[config.mk]
export PLATFORM = sky130hd
export DESIGN_NAME = sha256_w_expander_flat
export DESIGN_NICKNAME = d
export VERILOG_FILES = /design/src/rtl/sha256_w_if.sv /design/src/rtl/sha256_w_expander.sv /design/src/flat_wrapper.sv
export SDC_FILE = /design/constraint.sdc
export NUM_CORES = 2
export LEC_CHECK = 0
export ABC_CLOCK_PERIOD_IN_PS = 7150
export CAP_MARGIN = 20
export CELL_PAD_IN_SITES_DETAIL_PLACEMENT = 0
export CELL_PAD_IN_SITES_GLOBAL_PLACEMENT = 1
export CORE_AREA = 2 2 405 407
export DETAILED_ROUTE_END_ITERATION = 12
export DIE_AREA = 0 0 407 409
export GPL_TIMING_DRIVEN = 0
export PLACE_DENSITY_LB_ADDON = 0.1
export RECOVER_POWER = 100
export SLEW_MARGIN = 20
export SYNTH_ARGS = -nofsm -noshare
export SYNTH_HDL_FRONTEND = slang
export SYNTH_SLANG_ARGS = --single-unit
[constraint.sdc]
create_clock -name clk -period 7.15 [get_ports clk]
set_input_delay 1.43 -clock clk [delete_from_list [all_inputs] [get_ports clk]]
set_output_delay 1.43 -clock clk [all_outputs]
set_load 0.01 [all_outputs]
[src/rtl/sha256_w_if.sv]
// Job handshake between a schedule producer, the W expander and the compression rounds.
// The slave side is the expander; the master side feeds windows in and drains results.
interface sha256_w_if;
  logic         in_valid;
  logic         in_ready;
  logic [511:0] Win;
  logic         out_valid;
  logic         out_ready;
  logic [511:0] W;
  logic         busy;

  modport master (
    output in_valid, Win, out_ready,
    input  in_ready, out_valid, W, busy
  );

  modport slave (
    input  in_valid, Win, out_ready,
    output in_ready, out_valid, W, busy
  );
endinterface

[src/rtl/sha256_w_expander.sv]
// SHA-256 message-schedule expander: advances a 16-word window by STEPS steps,
// STEPS_PER_CYCLE per clock, and hands the result out through valid/ready.
module sha256_w_expander #(
  parameter int STEPS           = 16,
  parameter int STEPS_PER_CYCLE = 1,
  parameter int CNT_W           = 6
) (
  input  logic      clk,
  input  logic      reset,
  sha256_w_if.slave bus
);

  if (STEPS < 1 || STEPS > 48 ||
      !(STEPS_PER_CYCLE == 1 || STEPS_PER_CYCLE == 2 || STEPS_PER_CYCLE == 4) ||
      (STEPS % STEPS_PER_CYCLE) != 0 || STEPS >= (1 << CNT_W)) begin : g_bad_params
    $error("sha256_w_expander: illegal STEPS/STEPS_PER_CYCLE/CNT_W combination");
  end

  localparam logic [CNT_W-1:0] STEPS_C = CNT_W'(STEPS);
  localparam logic [CNT_W-1:0] SPC_C   = CNT_W'(STEPS_PER_CYCLE);

  typedef enum logic [1:0] {
    IDLE = 2'd0,
    RUN  = 2'd1,
    DONE = 2'd2
  } state_t;

  state_t             state;
  state_t             state_nxt;
  logic [CNT_W-1:0]   cnt;
  logic [511:0]       win_p1;
  logic [511:0]       step_p0;
  logic               in_ready;
  logic               out_valid;
  logic               busy;

  function automatic logic [31:0] small_sigma0(input logic [31:0] x);
    return {x[6:0], x[31:7]} ^ {x[17:0], x[31:18]} ^ (x >> 3);
  endfunction

  function automatic logic [31:0] small_sigma1(input logic [31:0] x);
    return {x[16:0], x[31:17]} ^ {x[18:0], x[31:19]} ^ (x >> 10);
  endfunction

  // One schedule step: compute W[t] from the window and slide the window down a word.
  function automatic logic [511:0] sched_step(input logic [511:0] w);
    logic [31:0] nw;
    nw = small_sigma1(w[14*32 +: 32]) + w[9*32 +: 32]
       + small_sigma0(w[1*32 +: 32]) + w[0 +: 32];
    return {nw, w[511:32]};
  endfunction

  // ---- stage p0: combinational unrolled steps from the registered window
  always_comb begin
    step_p0 = win_p1;
    for (int i = 0; i < STEPS_PER_CYCLE; i++) begin
      step_p0 = sched_step(step_p0);
    end
  end

  always_comb begin
    state_nxt = state;
    in_ready  = 1'b0;
    out_valid = 1'b0;
    busy      = 1'b0;
    case (state)
      IDLE: begin
        in_ready = 1'b1;
        if (bus.in_valid) state_nxt = RUN;
      end
      RUN: begin
        busy = 1'b1;
        if (cnt + SPC_C == STEPS_C) state_nxt = DONE;
      end
      DONE: begin
        out_valid = 1'b1;
        if (bus.out_ready) state_nxt = IDLE;
      end
      default: state_nxt = IDLE;
    endcase
  end

  // ---- stage p1: window register, counter and state
  always_ff @(posedge clk) begin
    if (!reset) begin
      state  <= IDLE;
      cnt    <= '0;
      win_p1 <= '0;
    end else begin
      state <= state_nxt;
      case (state)
        IDLE: begin
          if (bus.in_valid) begin
            win_p1 <= bus.Win;
            cnt    <= '0;
          end
        end
        RUN: begin
          win_p1 <= step_p0;
          cnt    <= cnt + SPC_C;
        end
        default: ;
      endcase
    end
  end

  assign bus.in_ready  = in_ready;
  assign bus.out_valid = out_valid;
  assign bus.busy      = busy;
  assign bus.W         = win_p1;

endmodule

[src/flat_wrapper.sv]
// flat-port wrapper written by rule: the top's interface ports become plain ports
module sha256_w_expander_flat 
#(
  parameter int STEPS           = 16,
  parameter int STEPS_PER_CYCLE = 1,
  parameter int CNT_W           = 6
)
  (clk, reset, bus_in_valid, bus_Win, bus_out_ready, bus_in_ready, bus_out_valid, bus_W, bus_busy);
  sha256_w_if bus_i ();
  input  logic clk;
  input  logic reset;
  input wire logic [$bits(bus_i.in_valid)-1:0] bus_in_valid;
  input wire logic [$bits(bus_i.Win)-1:0] bus_Win;
  input wire logic [$bits(bus_i.out_ready)-1:0] bus_out_ready;
  output wire logic [$bits(bus_i.in_ready)-1:0] bus_in_ready;
  output wire logic [$bits(bus_i.out_valid)-1:0] bus_out_valid;
  output wire logic [$bits(bus_i.W)-1:0] bus_W;
  output wire logic [$bits(bus_i.busy)-1:0] bus_busy;
  assign bus_i.in_valid = bus_in_valid;
  assign bus_i.Win = bus_Win;
  assign bus_i.out_ready = bus_out_ready;
  assign bus_in_ready = bus_i.in_ready;
  assign bus_out_valid = bus_i.out_valid;
  assign bus_W = bus_i.W;
  assign bus_busy = bus_i.busy;
  sha256_w_expander #(.STEPS(STEPS), .STEPS_PER_CYCLE(STEPS_PER_CYCLE), .CNT_W(CNT_W)) u_core (.clk(clk), .reset(reset), .bus(bus_i));
endmodule
== Word-level counts from Yosys, hierarchy flattened ==
Cells that the tools add are included.
Storage, ports and cells
  output and inout port bits: 515
  register bits: 520
  bits in read-only memories: 0
  bits of input ports: 516
  latch bits: 0
  bits in writable memories: 0
  memories: 0
  word-level logic and storage cells: 32
Operators by class
  reduce and logical (&&, ||, !) cells: 4
  bitwise operators: 4
  div/mod/pow operators: 0
  eq/ne operators: 6
  multipliers: 0
  add/subtract/negate cells: 4
  order comparisons: 0
  shifts and indexed selects: 0
  muxes and demuxes: 11
Operators with widths (count)
  512-bit one-hot mux with 2 select lines: 1
  512-bit two-way mux: 1
  32-bit adder: 3
  32-bit XOR: 2
  32-bit by 22-bit XOR with 32-bit output: 1
  32-bit by 29-bit XOR with 32-bit output: 1
  6-bit one-hot mux with 2 select lines: 1
  6-bit by 1-bit adder with 6-bit output (second input constant): 1
  6-bit by 5-bit equality test with 1-bit output (second input constant): 1
  2-bit two-way mux: 3
  6-bit two-way mux: 1
  2-bit one-hot mux with 3 select lines: 1
  2-bit inequality test (second input constant): 2
  1-bit two-way mux: 3
  3-bit AND reduction: 1
  2-bit by 1-bit equality test with 1-bit output (second input constant): 1
  2-bit equality test (second input constant): 1
  2-bit zero test: 1
  2-bit by 1-bit inequality test with 1-bit output (second input constant): 1
  2-bit AND reduction: 1
  2-bit nonzero test: 1

== Logic depth before layout (Yosys ltp) ==
  word-level depth: 6
  depth in mapped cells: 18
  mapped depth without buffers: 17

== Worst setup path before layout ==
OpenSTA, ideal clock, no wires.
  path kind: register -> register
  start point: reg u_core.win_p1[40], in the netlist u_core.bus.W[40]
  end point: reg u_core.win_p1[507], in the netlist u_core.bus.W[507]
  library setup time: 116 ps
  path buffers: 1
  data required time: 7034 ps
  setup slack: 3247 ps
  cell stages (with the launch flop): 19
  period minus slack after synthesis: 3903 ps
  arrival: 3787 ps
  cells stage by stage: dfxtp_1 -> clkbuf_1 -> xnor2_1 -> xnor2_1 -> fa_1 -> inv_1 -> fa_1 -> inv_1 -> ha_1 -> inv_1 -> fa_1 -> nor2b_4 -> o2111ai_1 -> a211oi_2 -> a211oi_4 -> o21ai_1 -> nand4_1 -> mux2i_1 -> nor2_1
On the way
  word-level cells in the longest chain between the ends: 5
Ends and longest elaborated chain
  start, declared: line sha256_w_expander.sv:31  | logic [511:0] win_p1;
  start signal, assigned: line sha256_w_expander.sv:94  | win_p1 <= bus.Win;
  start signal, assigned: line sha256_w_expander.sv:99  | win_p1 <= step_p0;
  32-bit XOR: line sha256_w_expander.sv:38  | return {x[6:0], x[31:7]} ^ {x[17:0], x[31:18]} ^ (x >> 3);
  32-bit by 29-bit XOR with 32-bit output (*): line sha256_w_expander.sv:38
  32-bit adder (*) (2 in a row): line sha256_w_expander.sv:49  | + small_sigma0(w[1*32 +: 32]) + w[0 +: 32];
  512-bit one-hot mux with 2 select lines (*): line sha256_w_expander.sv:91  | case (state)
Every way passes the cells marked *; elsewhere a longest branch is shown, timed or not.
A chain may end at the register's enable or synchronous reset.

== Final worst setup path ==
  start point: reg u_core.state[1]
  end point: out bus_busy
On the way
  word-level cells in the longest chain between the ends: 2
Ends and longest elaborated chain
  start, declared: line sha256_w_expander.sv:28  | state_t state;
  start signal, assigned: line sha256_w_expander.sv:90  | state <= state_nxt;
  2-bit by 1-bit equality test with 1-bit output: line sha256_w_expander.sv:66  | case (state)
  1-bit two-way mux: line sha256_w_expander.sv:66
  end, declared: line flat_wrapper.sv:18  | output wire logic [$bits(bus_i.busy)-1:0] bus_busy;
No other way between the ends.

==> results_dict.tcl <==
set metrics [dict create \
    grt_pass1_vias 30900 \
    synth_top_cell_by_area "dfxtp_1" \
    ant_nets 0 \
    initialDrtViolationCount 2151 \
    grt_setup_unrepaired "false" \
    power_switching_uw 5440 \
    numClockSinks 520 \
    layout_commonest_cell "nand2_1" \
    power_frac_seq_pct 27.9 \
    dp_slack_ps 1880 \
    drt-total-wl_mm 211 \
    worst-path-max-fanout 10 \
    start_kind "flip-flop" \
    clock_power_share_pct 30.4 \
    clk_path_buf_depth 3 \
    async_reset_ff_share_pct 0 \
    hold_viol_final 0 \
    grt_use_met3_pct 6.07 \
    firstDrtPassIters 7 \
    crit_path_end_kind "output port" \
    core_area_um2 162000 \
    criticalPathCategory "reg -> out" \
    ys.flop_type "dfxtp_1" \
    insertion_delay_ps 690 \
    synthDistinctLibCells 60 \
    area_growth_pct 56.1 \
    synth_edf_count 0 \
    hold_end "u_core.bus.W[85]$_SDFFE_PN0P_" \
    cts_tree "yes" \
    synth.avg_cell_area_um2 8.05 \
    routed_via_density 4.50 \
    cp.required_ps 5720 \
    yosys_register_bits 520 \
    cts-root-buf "clkbuf_16" \
    maxCapViolCount 1 \
    synth_fp_nets 4060 \
    grt_remaining_overflow 0 \
    syn_area_um2 27800 \
    synth_area_leaders "dfxtp_1 37%, o211a_1 17%, nand2_1 14%" \
    grt_use_met1_pct 29.6 \
    rows 148 \
    status "finished with violations" \
    crit_start "u_core.state[1]$_SDFFE_PN0P_" \
    p_sw_share_pct 41.5 \
    use_met2_pct 41.3 \
    gp_congestion 0.875 \
    busiest_layer "met2" \
    path_clk_slew_ps 60 \
    die_height_um 409 \
    slew_headroom_pct -0.103 \
    grt_max_degree 12 \
    pin_count 1031 \
    synth.yosys.seq_area_share_pct 37.5 \
    min_path_type "reg -> reg" \
    post_cts_buffers 0 \
    vias 30600 \
    worstPathArrival_ps 4290 \
    finalCritPeriodShare_pct 80.0 \
    finClkSkew_ps 39.3 \
    route.detailed.drc 0 \
    netlist.area_leader.share_pct 37.5 \
    pwr-share-comb_pct 41.6 \
    postSynthCellCount 3450 \
    initial_core_util_pct 17.1 \
    hpwl_mm 176 \
    grt_pass1_wl_mm 275 \
    routedWlPerCell_um 30.9 \
    rr_endpoint "u_core.bus.W[509]$_SDFFE_PN0P_" \
    cellPowerDensity_nw_per_um2 303 \
    fillers 17900 \
    total_power_uw 13100 \
    ff2ff_setup_slack_ps 1520 \
    internal_power_uw 7680 \
    leakage_uw 0.0215 \
    htree_levels 3 \
    hold_depth 1 \
    nNetsFinal 5165 \
    worst_pin_slew_ps 1460 \
    ys_warn_count 0 \
    maxSlewViolCount 1 \
    fin_tns_setup_ps 0 \
    antenna_found_initial 65 \
    violations "capacitance limit, slew limit" \
    peakVddDrop_v 0.000173 \
    drive_gt1_share_pct 2.97 \
    fin_ws_ps 1430 \
    io_buffer_count 1029 \
    die_width_um 407 \
    layout_min_cycle_time_ps 5720 \
    r2r_start "u_core.bus.W[51]$_SDFFE_PN0P_" \
    cts_made_buffers 74 \
    regArea_um2 10400 \
    grt_usage_pct 24.3 \
    ctsResizeCount 0 \
    hold_buffers 0 \
    final-setup-viol-count 0 \
    ff2ff_path_depth 18 \
    final_cell_mix "1001 x nand2_1, 520 x dfxtp_1, 515 x dlygate4sd3_1, 514 x clkdlybuf4s50_1, 466 x nand3_1" \
    multi_input_area_um2 15400 \
    dieArea_um2 166000 \
    min_from "u_core.bus.W[85]$_SDFFE_PN0P_" \
    max_freq_ghz 0.175 \
]
## registers in the layout, indices dropped and copies added, names as in the netlist
name,flops
u_core.bus.W,512
u_core.cnt,6
u_core.state,2
## worst max path at each step
stage / endpoint / cells past startpoint
after floorplan: u_core.bus.W[507]$_SDFFE_PN0P_ / 18
after CTS: bus_busy / 7
after global placement: u_core.bus.W[509]$_SDFFE_PN0P_ / 18
after detailed placement: u_core.bus.W[509]$_SDFFE_PN0P_ / 18
after global routing: bus_busy / 7
final: bus_busy / 7
## power groups by stage
| stage | sequential (µW) | combinational, µW | clock, µW |
|---|---|---|---|
| finish | 3660 | 5470 | 4000 |
| global route | 3690 | 5920 | 4200 |
| CTS | 3680 | 5740 | 4100 |
| detailed placement | 3740 | 5690 | 0 |
| global placement | 3740 | 5730 | 0 |
| floorplan | 3630 | 2960 | 0 |
## cells by family (layout without fill, tap and decap cells)
| kind of cell | count (synthesis) | count (layout) | synth area share (%) |
|---|---|---|---|
| AOI/OAI and AO/OA | 649 | 649 | 21.5 |
| buffers and inverters | 482 | 1643 | 6.57 |
| and+or+nand+nor | 1559 | 1559 | 23.9 |
| other | 0 | 19 | 0 |
| DFF | 520 | 520 | 37.5 |
| muxes | 2 | 2 | 0.0721 |
| adders and majority gates | 94 | 94 | 5.91 |
| xor gates and xnor gates | 144 | 144 | 4.54 |
## critical path, cell delays in order (launching register included)
cell and delay (ps):
dfxtp_1 340, nand2b_1 140, clkbuf_1 320, inv_1 800, clkbuf_2 550, buf_2 400
buf_2 360, clkdlybuf4s50_1 650
## cell type report
class,instances,share of cell area (%)
Inverter,141,1.22
Clock buffer,113,5.22
Sequential cell,520,24.0
Timing Repair Buffer,1029,23.8
Clock inverter,19,0.736
Buffer,341,2.99
Multi-Input combinational cell,2448,35.6
Antenna cell,19,0.110
Tap cell,2175,6.28
## cells in the mapped netlist (5+ instances only)
library cell / number
o21ai_0: 20
and2_1: 5
fa_1: 62
o221ai_1: 14
nor2b_1: 8
nor2_1: 25
o21a_1: 9
a21oi_1: 48
nand3_1: 466
o211ai_1: 36
buf_2: 5
inv_1: 140
xor2_1: 23
nand4_1: 5
a21o_1: 15
xnor2_1: 121
nand2_1: 1001
buf_1: 17
o211a_1: 464
dfxtp_1: 520
clkbuf_1: 317
and3_1: 31
o21bai_1: 6
ha_1: 32
## metrics by stage
| step | util [%] | instances | cell area [µm²] | hold slack, ps |
|---|---|---|---|---|
| 3_5_place_dp | 25.2 | 6654 | 40800 | 513 |
| 3_3_place_gp | 25.2 | 6654 | 40800 | 512 |
| 4_1_cts | 26.8 | 6786 | 43400 | 525 |
| 6_report | 26.7 | 6805 | 43300 | 519 |
| 2_1_floorplan | - | 3450 | 27800 | 506 |
| 5_1_grt | 26.7 | 6797 | 43300 | 539 |
## layer usage
metal	vias up	wire length (µm)
met5	-	238
met4	38	7380
met3	283	14900
met2	1159	101000
met1	15100	87100
li1	14100	-
(Power assumes the default switching activity.)
